$ cat src/rtl/knapsack_search_seq.sv
// ----------------------------------------------------------------------------
// knapsack_search_seq
//
// Sequential exhaustive 0/1 knapsack search. A small table of N_ITEMS items
// (value, weight, volume) is loaded through the config port while idle. A
// start pulse latches the three thresholds and walks every selection mask in
// ascending order, accumulating one item per cycle (EVAL) followed by one
// feasibility/compare cycle (CHECK). The highest-value feasible mask is kept;
// on equal value the earlier (lower) mask is retained. Feasible masks are
// also counted.
//
// Ports
//   clk, rst                     rising-edge clock, synchronous active-high reset
//   cfg_we, cfg_idx              item table write strobe / index (idle only)
//   cfg_value/weight/volume      item coefficients, unsigned W bits
//   start                        begin search, sampled only in IDLE
//   min_value                    minimum total value (latched at start)
//   max_weight, max_volume       inclusive limits (latched at start)
//   busy                         high while searching
//   done                         one-cycle completion pulse
//   found                        at least one feasible mask exists
//   best_mask, best_value        best feasible selection and its total value
//   feasible_count               number of feasible masks
// ----------------------------------------------------------------------------
module knapsack_search_seq #(
  parameter int N_ITEMS = 6,
  parameter int W       = 8,
  parameter int ACC_W   = 11,
  parameter int IDX_W   = 3
) (
  input  logic               clk,
  input  logic               rst,
  input  logic               cfg_we,
  input  logic [IDX_W-1:0]   cfg_idx,
  input  logic [W-1:0]       cfg_value,
  input  logic [W-1:0]       cfg_weight,
  input  logic [W-1:0]       cfg_volume,
  input  logic               start,
  input  logic [ACC_W-1:0]   min_value,
  input  logic [ACC_W-1:0]   max_weight,
  input  logic [ACC_W-1:0]   max_volume,
  output logic               busy,
  output logic               done,
  output logic               found,
  output logic [N_ITEMS-1:0] best_mask,
  output logic [ACC_W-1:0]   best_value,
  output logic [N_ITEMS:0]   feasible_count
);

  typedef enum logic [1:0] {
    S_IDLE,
    S_EVAL,
    S_CHECK,
    S_DONE
  } state_t;

  localparam logic [IDX_W-1:0] LAST_IDX    = IDX_W'(N_ITEMS - 1);
  // One extra bit so the range check still works when N_ITEMS == 2**IDX_W.
  localparam logic [IDX_W:0]   N_ITEMS_EXT = (IDX_W + 1)'(N_ITEMS);

  state_t state_q, state_d;

  logic [W-1:0]       value_tbl  [N_ITEMS];
  logic [W-1:0]       weight_tbl [N_ITEMS];
  logic [W-1:0]       volume_tbl [N_ITEMS];

  logic [ACC_W-1:0]   min_value_q, max_weight_q, max_volume_q;
  logic [N_ITEMS-1:0] mask_q;
  logic [IDX_W-1:0]   idx_q;
  logic [ACC_W-1:0]   sum_value_q, sum_weight_q, sum_volume_q;

  logic start_go;
  logic cfg_ok;
  logic last_idx;
  logic last_mask;
  logic feasible;
  logic better;

  assign start_go  = (state_q == S_IDLE) && start;
  assign cfg_ok    = (state_q == S_IDLE) && cfg_we && ({1'b0, cfg_idx} < N_ITEMS_EXT);
  assign last_idx  = (idx_q == LAST_IDX);
  assign last_mask = &mask_q;
  assign feasible  = (sum_value_q  >= min_value_q)  &&
                     (sum_weight_q <= max_weight_q) &&
                     (sum_volume_q <= max_volume_q);
  // Strictly greater: an equal value found later never displaces the earlier mask.
  assign better    = feasible && (!found || (sum_value_q > best_value));

  assign busy = (state_q == S_EVAL) || (state_q == S_CHECK);
  assign done = (state_q == S_DONE);

  // --------------------------------------------------------------------------
  // State register
  // --------------------------------------------------------------------------
  // NOTE: sequential state uses non-blocking (<=) so every flop samples the
  // pre-edge values; blocking here would create order-dependent simulation.
  always_ff @(posedge clk) begin
    if (rst) state_q <= S_IDLE;
    else     state_q <= state_d;
  end

  // --------------------------------------------------------------------------
  // Next-state logic
  // --------------------------------------------------------------------------
  // NOTE: state_d is given a default before the case so no path leaves it
  // unassigned, which would otherwise infer a latch.
  always_comb begin
    state_d = state_q;
    unique case (state_q)
      S_IDLE:  if (start)     state_d = S_EVAL;
      S_EVAL:  if (last_idx)  state_d = S_CHECK;
      S_CHECK: state_d = last_mask ? S_DONE : S_EVAL;
      S_DONE:  state_d = S_IDLE;
      default: state_d = S_IDLE;
    endcase
  end

  // --------------------------------------------------------------------------
  // Item table. The write is accepted in the same edge that samples start,
  // so the first EVAL cycle already reads the new entry.
  // --------------------------------------------------------------------------
  // NOTE: the table is small and built from flops, so it is cleared on reset;
  // a RAM-based table could not be reset this way.
  always_ff @(posedge clk) begin
    if (rst) begin
      for (int i = 0; i < N_ITEMS; i++) begin
        value_tbl[i]  <= '0;
        weight_tbl[i] <= '0;
        volume_tbl[i] <= '0;
      end
    end else if (cfg_ok) begin
      value_tbl[cfg_idx]  <= cfg_value;
      weight_tbl[cfg_idx] <= cfg_weight;
      volume_tbl[cfg_idx] <= cfg_volume;
    end
  end

  // --------------------------------------------------------------------------
  // Search datapath
  // --------------------------------------------------------------------------
  always_ff @(posedge clk) begin
    if (rst) begin
      min_value_q    <= '0;
      max_weight_q   <= '0;
      max_volume_q   <= '0;
      mask_q         <= '0;
      idx_q          <= '0;
      sum_value_q    <= '0;
      sum_weight_q   <= '0;
      sum_volume_q   <= '0;
      found          <= 1'b0;
      best_mask      <= '0;
      best_value     <= '0;
      feasible_count <= '0;
    end else begin
      unique case (state_q)
        S_IDLE: begin
          if (start_go) begin
            min_value_q    <= min_value;
            max_weight_q   <= max_weight;
            max_volume_q   <= max_volume;
            mask_q         <= '0;
            idx_q          <= '0;
            sum_value_q    <= '0;
            sum_weight_q   <= '0;
            sum_volume_q   <= '0;
            found          <= 1'b0;
            best_mask      <= '0;
            best_value     <= '0;
            feasible_count <= '0;
          end
        end
        S_EVAL: begin
          if (mask_q[idx_q]) begin
            sum_value_q  <= sum_value_q  + ACC_W'(value_tbl[idx_q]);
            sum_weight_q <= sum_weight_q + ACC_W'(weight_tbl[idx_q]);
            sum_volume_q <= sum_volume_q + ACC_W'(volume_tbl[idx_q]);
          end
          if (!last_idx) idx_q <= idx_q + 1'b1;
        end
        S_CHECK: begin
          if (feasible) feasible_count <= feasible_count + 1'b1;
          if (better) begin
            found      <= 1'b1;
            best_mask  <= mask_q;
            best_value <= sum_value_q;
          end
          if (!last_mask) begin
            mask_q       <= mask_q + 1'b1;
            idx_q        <= '0;
            sum_value_q  <= '0;
            sum_weight_q <= '0;
            sum_volume_q <= '0;
          end
        end
        default: ;
      endcase
    end
  end

endmodule

$ cat config.mk
export PLATFORM = sky130hd
export DESIGN_NAME = knapsack_search_seq
export DESIGN_NICKNAME = d
export VERILOG_FILES = /design/src/rtl/knapsack_search_seq.sv
export SDC_FILE = /design/constraint.sdc
export NUM_CORES = 1
export LEC_CHECK = 0
export ABC_AREA = 1
export CAP_MARGIN = 20
export CORE_ASPECT_RATIO = 1.25
export CORE_MARGIN = 1
export CORE_UTILIZATION = 45
export CTS_BUF_LIST = sky130_fd_sc_hd__clkbuf_4
export CTS_CLUSTER_DIAMETER = 100
export DETAILED_ROUTE_END_ITERATION = 6
export SYNTH_ARGS = -nofsm -noshare
export SYNTH_HDL_FRONTEND = slang
export SYNTH_SLANG_ARGS = --single-unit
export TNS_END_PERCENT = 50
$ cat constraint.sdc
create_clock -name clk -period 4.45 [get_ports clk]
set_input_delay 0.89 -clock clk [delete_from_list [all_inputs] [get_ports clk]]
set_output_delay 0.89 -clock clk [all_outputs]
set_load 0.1 [all_outputs]
## After elaboration in Yosys (flattened, before gate mapping)

Memory sizes are Yosys's and may differ from the RTL's. A register that Yosys moved wholly into a read port is not among the register bits.
Cells that the tools add are included.

| word-level totals | value |
|---|---|
| register bits after elaboration | 102 |
| bits in writable memories | 144 |
| output and inout port bits | 27 |
| word-level logic and storage cells | 114 |
| memories kept | 3 |

Memories:

| name | words | bits a word | read ports | clocked after Yosys merged registers in | wr ports | line | RTL |
|---|---|---|---|---|---|---|---|
| value_tbl | 6 | 8 | 1 | 1 | 6 | 63 | `logic [W-1:0] value_tbl [N_ITEMS];` |
| volume_tbl | 6 | 8 | 1 | 1 | 6 | 65 | `logic [W-1:0] volume_tbl [N_ITEMS];` |
| weight_tbl | 6 | 8 | 1 | 1 | 6 | 64 | `logic [W-1:0] weight_tbl [N_ITEMS];` |

| operators by class | value |
|---|---|
| add/subtract/negate cells | 6 |
| order comparisons | 6 |
| eq/ne operators | 12 |
| mux-type cells | 51 |
| reduce and logical (&&, ||, !) cells | 23 |

Operators with widths:

| cell | count |
|---|---|
| $pmux 11 s3 | 3 |
| $mux 11 | 6 |
| $mux 3 | 12 |
| $add 11x8->11 | 3 |
| $mux 8 | 3 |
| $pmux 6 s2 | 2 |
| $reduce_or 8->1 | 3 |
| $le 11x11->1 | 2 |
| $pmux 11 s2 | 1 |
| $mux 6 | 3 |
| $mux 7 | 2 |
| $ne 2x2->1 const B | 7 |
| $pmux 7 s2 | 1 |
| $ge 11x11->1 | 1 |
| $gt 11x11->1 | 1 |
| $mux 1 | 11 |
| $pmux 3 s3 | 1 |
| $reduce_and 3->1 | 3 |
| $pmux 2 s4 | 1 |
| $reduce_and 4->1 | 2 |
| $add 7x1->7 const B | 1 |
| $add 6x1->6 const B | 1 |
| $logic_and 1x1->1 | 6 |
| $mux 2 | 3 |
| 16 further kinds | 19 |

## Depth between registers and ports, before layout

| depth | value |
|---|---|
| depth in word-level cells | 8 |
| depth in mapped cells | 20 |
| mapped depth without buffers | 18 |

## Worst setup path after synthesis

OpenSTA, ideal clock, no wires.

| timing | value |
|---|---|
| path kind | register to register |
| start point | reg (tool-made name) |
| end point | reg sum_weight_q[10] |
| library setup time | 0.113 ns |
| data arrival time | 2.718 ns |
| data required time | 4.337 ns |
| setup slack | 1.619 ns |
| stages on the path, launching flop included | 20 |
| path buffers | 3 |
| clock period less this slack | 2.831 ns |
| cells stage by stage | dfxtp_1 > clkbuf_1 > inv_1 > buf_2 > clkbuf_1 > o21ai_0 > o22ai_1 > nor2_1 > a31oi_1 > ha_1 > inv_1 > fa_1 > nor2_1 > nand3_1 > nand3_1 > a21oi_1 > o21bai_1 > nand3_1 > nor2_1 > nor2_1 |

RTL lines:

| item | line | RTL |
|---|---|---|
| end signal, assigned | 176 | `sum_weight_q <= sum_weight_q + ACC_W'(weight_tbl[idx_q]);` |
| end, declared | 70 | `logic [ACC_W-1:0] sum_value_q, sum_weight_q, sum_volume_q;` |

## Worst setup path in the final report

| timing | value |
|---|---|
| start point | reg state_q[0] |
| end point | out busy |

| between the ends | value |
|---|---|
| cells in the longest elaborated chain, start to end | 2 |
| elaborated cells on any way between the ends | 3 |
| those cells by class | 2 x eq/ne; 1 x reduce/logical |

RTL lines:

| item | line | RTL |
|---|---|---|
| start, declared | 61 | `state_t state_q, state_d;` |
| start signal, assigned | 99 | `else state_q <= state_d;` |
| $eq 2x1->1 or $eq 2x2->1 (tied branches) | 89 | `assign busy = (state_q == S_EVAL) \|\| (state_q == S_CHECK);` |
| $logic_or 1x1->1 (*) | 89 |  |
| end, declared | 42 | `output logic busy,` |

Mark *: on every way between the ends. The rest lies on a longest branch, timed or not.

==> flow_metrics.env <==
export IMPL_postSynthAreaPerCell_sq_um=8.684
export IMPL_min_period_ns=3.493
export IMPL_die_w_um=164.0
export IMPL_fin_util=0.5349
export IMPL_synth_area_top_cells="edfxtp_1 (39%), dfxtp_1 (14%), nor2_1 (9.9%)"
export IMPL_cts_hold_buf=0
export IMPL_setup_tns_ns=0
export IMPL_remaining_drc_errors=0
export IMPL_start_util=0.4602
export IMPL_yosys_warnings=0
export IMPL_drtIter0Drc=718
export IMPL_syn_cell_area_sq_um=14750
export IMPL_cts_setup_buffers=0
export IMPL_clockRootBuffer="clkbuf_4"
export IMPL_cp_arrival_ns=2.60
export IMPL_drv_cap=0
export IMPL_max_freq_mhz=286.3
export IMPL_synth_async_reset_ratio=0
export IMPL_worstSetupEndpointType="primary output"
export IMPL_drive_gt1_frac=0.09239
export IMPL_h_tree_depth=3
export IMPL_ir_drop_mv=0.7689
export IMPL_postCtsResizedCells=0
export IMPL_viasPerCell=5.059
export IMPL_rows=73
export IMPL_grt_overflow_total=0
export IMPL_dp_hpwl_um=22450
export IMPL_cts_sinks=297
export IMPL_ys_ff_latch=297
export IMPL_seq_area_frac_synth=0.5332
export IMPL_post_drt_wl_per_cell_um=15.09
export IMPL_clk_latency_ns=0.71
export IMPL_yosysMostFrequentCell="nor2_1"
export IMPL_critical_path_class="flop to primary output"
export IMPL_grt_max_degree=65
export IMPL_portBuffers=90
export IMPL_cts_tree="built"
export IMPL_vias=11738
export IMPL_cts_buffers=76
export IMPL_synth_edf_count=192
export IMPL_grt_usage=0.2166
export IMPL_dieArea_sq_um=33520
export IMPL_finalSetupViolations=0
export IMPL_ant_nets=0
export IMPL_fill_cells=3035
export IMPL_io_pins=91
export IMPL_crit_fanout=5
export IMPL_slew_violations=0
export IMPL_required_ns=3.56
export IMPL_area_growth_pct=16.24
export IMPL_synth_flop_cell="edfxtp_1"
export IMPL_regArea_sq_um=7869
export IMPL_multi_input_area_sq_um=5966
export IMPL_yosysTopAreaCellShare=0.3908
export IMPL_fin_crit_sh=0.7849
export IMPL_antenna_found_initial=2
export IMPL_start_kind="flop"
export IMPL_clk_pin_slew_worst_paths_ns=0.06
export IMPL_postSynthCellCount=1699
export IMPL_die_h_um=204.4
export IMPL_yosys_cell_types_count=46
export IMPL_max_clock_path_buffers=3
export IMPL_yosys_area_top_type="edfxtp_1"
export IMPL_hold_viol=0
export IMPL_nNetsFinal=2002
export IMPL_gp_congestion=0.8655
export IMPL_max_slew_margin=0.3454
export IMPL_worst_pin_slew_ns=0.9788
export IMPL_fin_skew_ns=0.03813
export IMPL_rsz0062_at_grt="no"
export IMPL_yosys_top_cells_count="nor2_1 (390), nand2_1 (219), edfxtp_1 (192), inv_1 (190), o21ai_0 (144)"
export IMPL_hold_path_class="flop to flop"
export IMPL_firstDrtPassIters=5
export IMPL_grt_pass1_vias=11368
export IMPL_grt_pass1_wl_um=56500
export IMPL_power_density_nw_per_um2=576.6
export IMPL_status="finished clean"
export IMPL_totalWireLength_um=35010
export IMPL_power_leakage_nw=7.133
export IMPL_core_sq_um=32060
report_power, final:
part / switching (W) / total, W / internal (W)
Sequential: 0.000221 / 0.00356 / 0.00334
Combinational: 0.00279 / 0.00395 / 0.00116
Clock: 0.00108 / 0.00238 / 0.00130
layout by cell type, fill, tap and decap left out, drive strengths merged, types with 2 or more instances in the layout:
cell           Yosys  routed
a211oi             3       3
a21oi            122     122
a22oi              3       3
a31oi             21      21
and3               2       2
buf               28      23
bufinv             0       3
clkbuf            51     110
clkdlybuf4s50      0      90
clkinv             0      10
conb               1      48
dfxtp            105     105
diode              0       3
edfxtp           192     192
fa                 3       3
ha                77      77
inv              195     197
nand2            223     223
nand3             48      48
nand3b             5       5
nand4              6       6
nor2             391     391
nor3              15      15
nor4               2       2
o21a               4       4
o21ai            156     156
o22ai             27      27
o311ai             2       2
or2                6       6
xnor2              3       3
xor2               3       3
registers in the layout (all words and copies together), names as in the netlist, 2 cells and up, named ones only:
| name | flops |
|---|---|
| max_weight_q | 11 |
| best_value | 11 |
| sum_weight_q | 11 |
| mask_q | 6 |
| volume_tbl | 64 |
| weight_tbl | 64 |
| state_q | 2 |
| value_tbl | 64 |
| feasible_count | 7 |
| sum_value_q | 11 |
| idx_q | 3 |
| sum_volume_q | 11 |
| max_volume_q | 11 |
| best_mask | 6 |
| min_value_q | 11 |
worst paths after layout:
| path | from | end | slack [ns] | cells after the start |
|---|---|---|---|---|
| setup / recovery | state_q[0] | busy | 0.96 | 3 |
| hold / removal | max_weight_q[2] | max_weight_q[2] | 0.46 | 2 |
| setup reg to reg | flop | sum_value_q[10] | 1.14 | 17 |
| hold reg to reg | max_weight_q[2] | max_weight_q[2] | 0.46 | 2 |
worst max-delay path, stage by stage, from the launching register on:
cell and delay [ns]:
dfxtp_1 0.37, inv_1 0.11, ha_1 0.30, clkdlybuf4s50_1 1.12
final cells by class:
cell class,instances,area share
diodes,3,0.0004377
clock buffers,110,0.04815
clock inverters,15,0.007952
inverters,195,0.04268
multi-input cells,1175,0.3479
flip-flops and latches,297,0.4588
well taps,412,0.03006
repair buffers,113,0.06405
logic make-up after synthesis:
group           synth area share
buf+inv                  0.07454
simple gates              0.1941
xor+xnor                0.003562
fa+ha+maj                0.06937
compound gates            0.1249
other cells            0.0002542
flops                     0.5332
per-layer routing:
metal / up-vias / global-route usage / share of wire
met2: 277 / 0.3818 / 0.49
li1: 5973 / - / -
met4: 0 / 0.07937 / 0.021
met3: 67 / 0.03977 / 0.051
met1: 5421 / 0.2612 / 0.43
met5: - / 0 / 0
through the flow:
stage / instances / worst slack [ns] / hold slack (ns) / instance area (sq um) / power [W]
after detailed placement: 2192 / 1.141 / 0.4580 / 16180 / 0.007593
after global routing: 2320 / 0.7073 / 0.4877 / 17150 / 0.01063
after global placement: 2192 / 1.202 / 0.4533 / 16180 / 0.007523
after floorplan: 1746 / 1.619 / 0.4353 / 14930 / 0.006667
after CTS: 2317 / 0.8911 / 0.4668 / 17140 / 0.01001
final: 2320 / 0.9571 / 0.4635 / 17150 / 0.009888
Note: power is estimated with default switching activity, not from simulation.
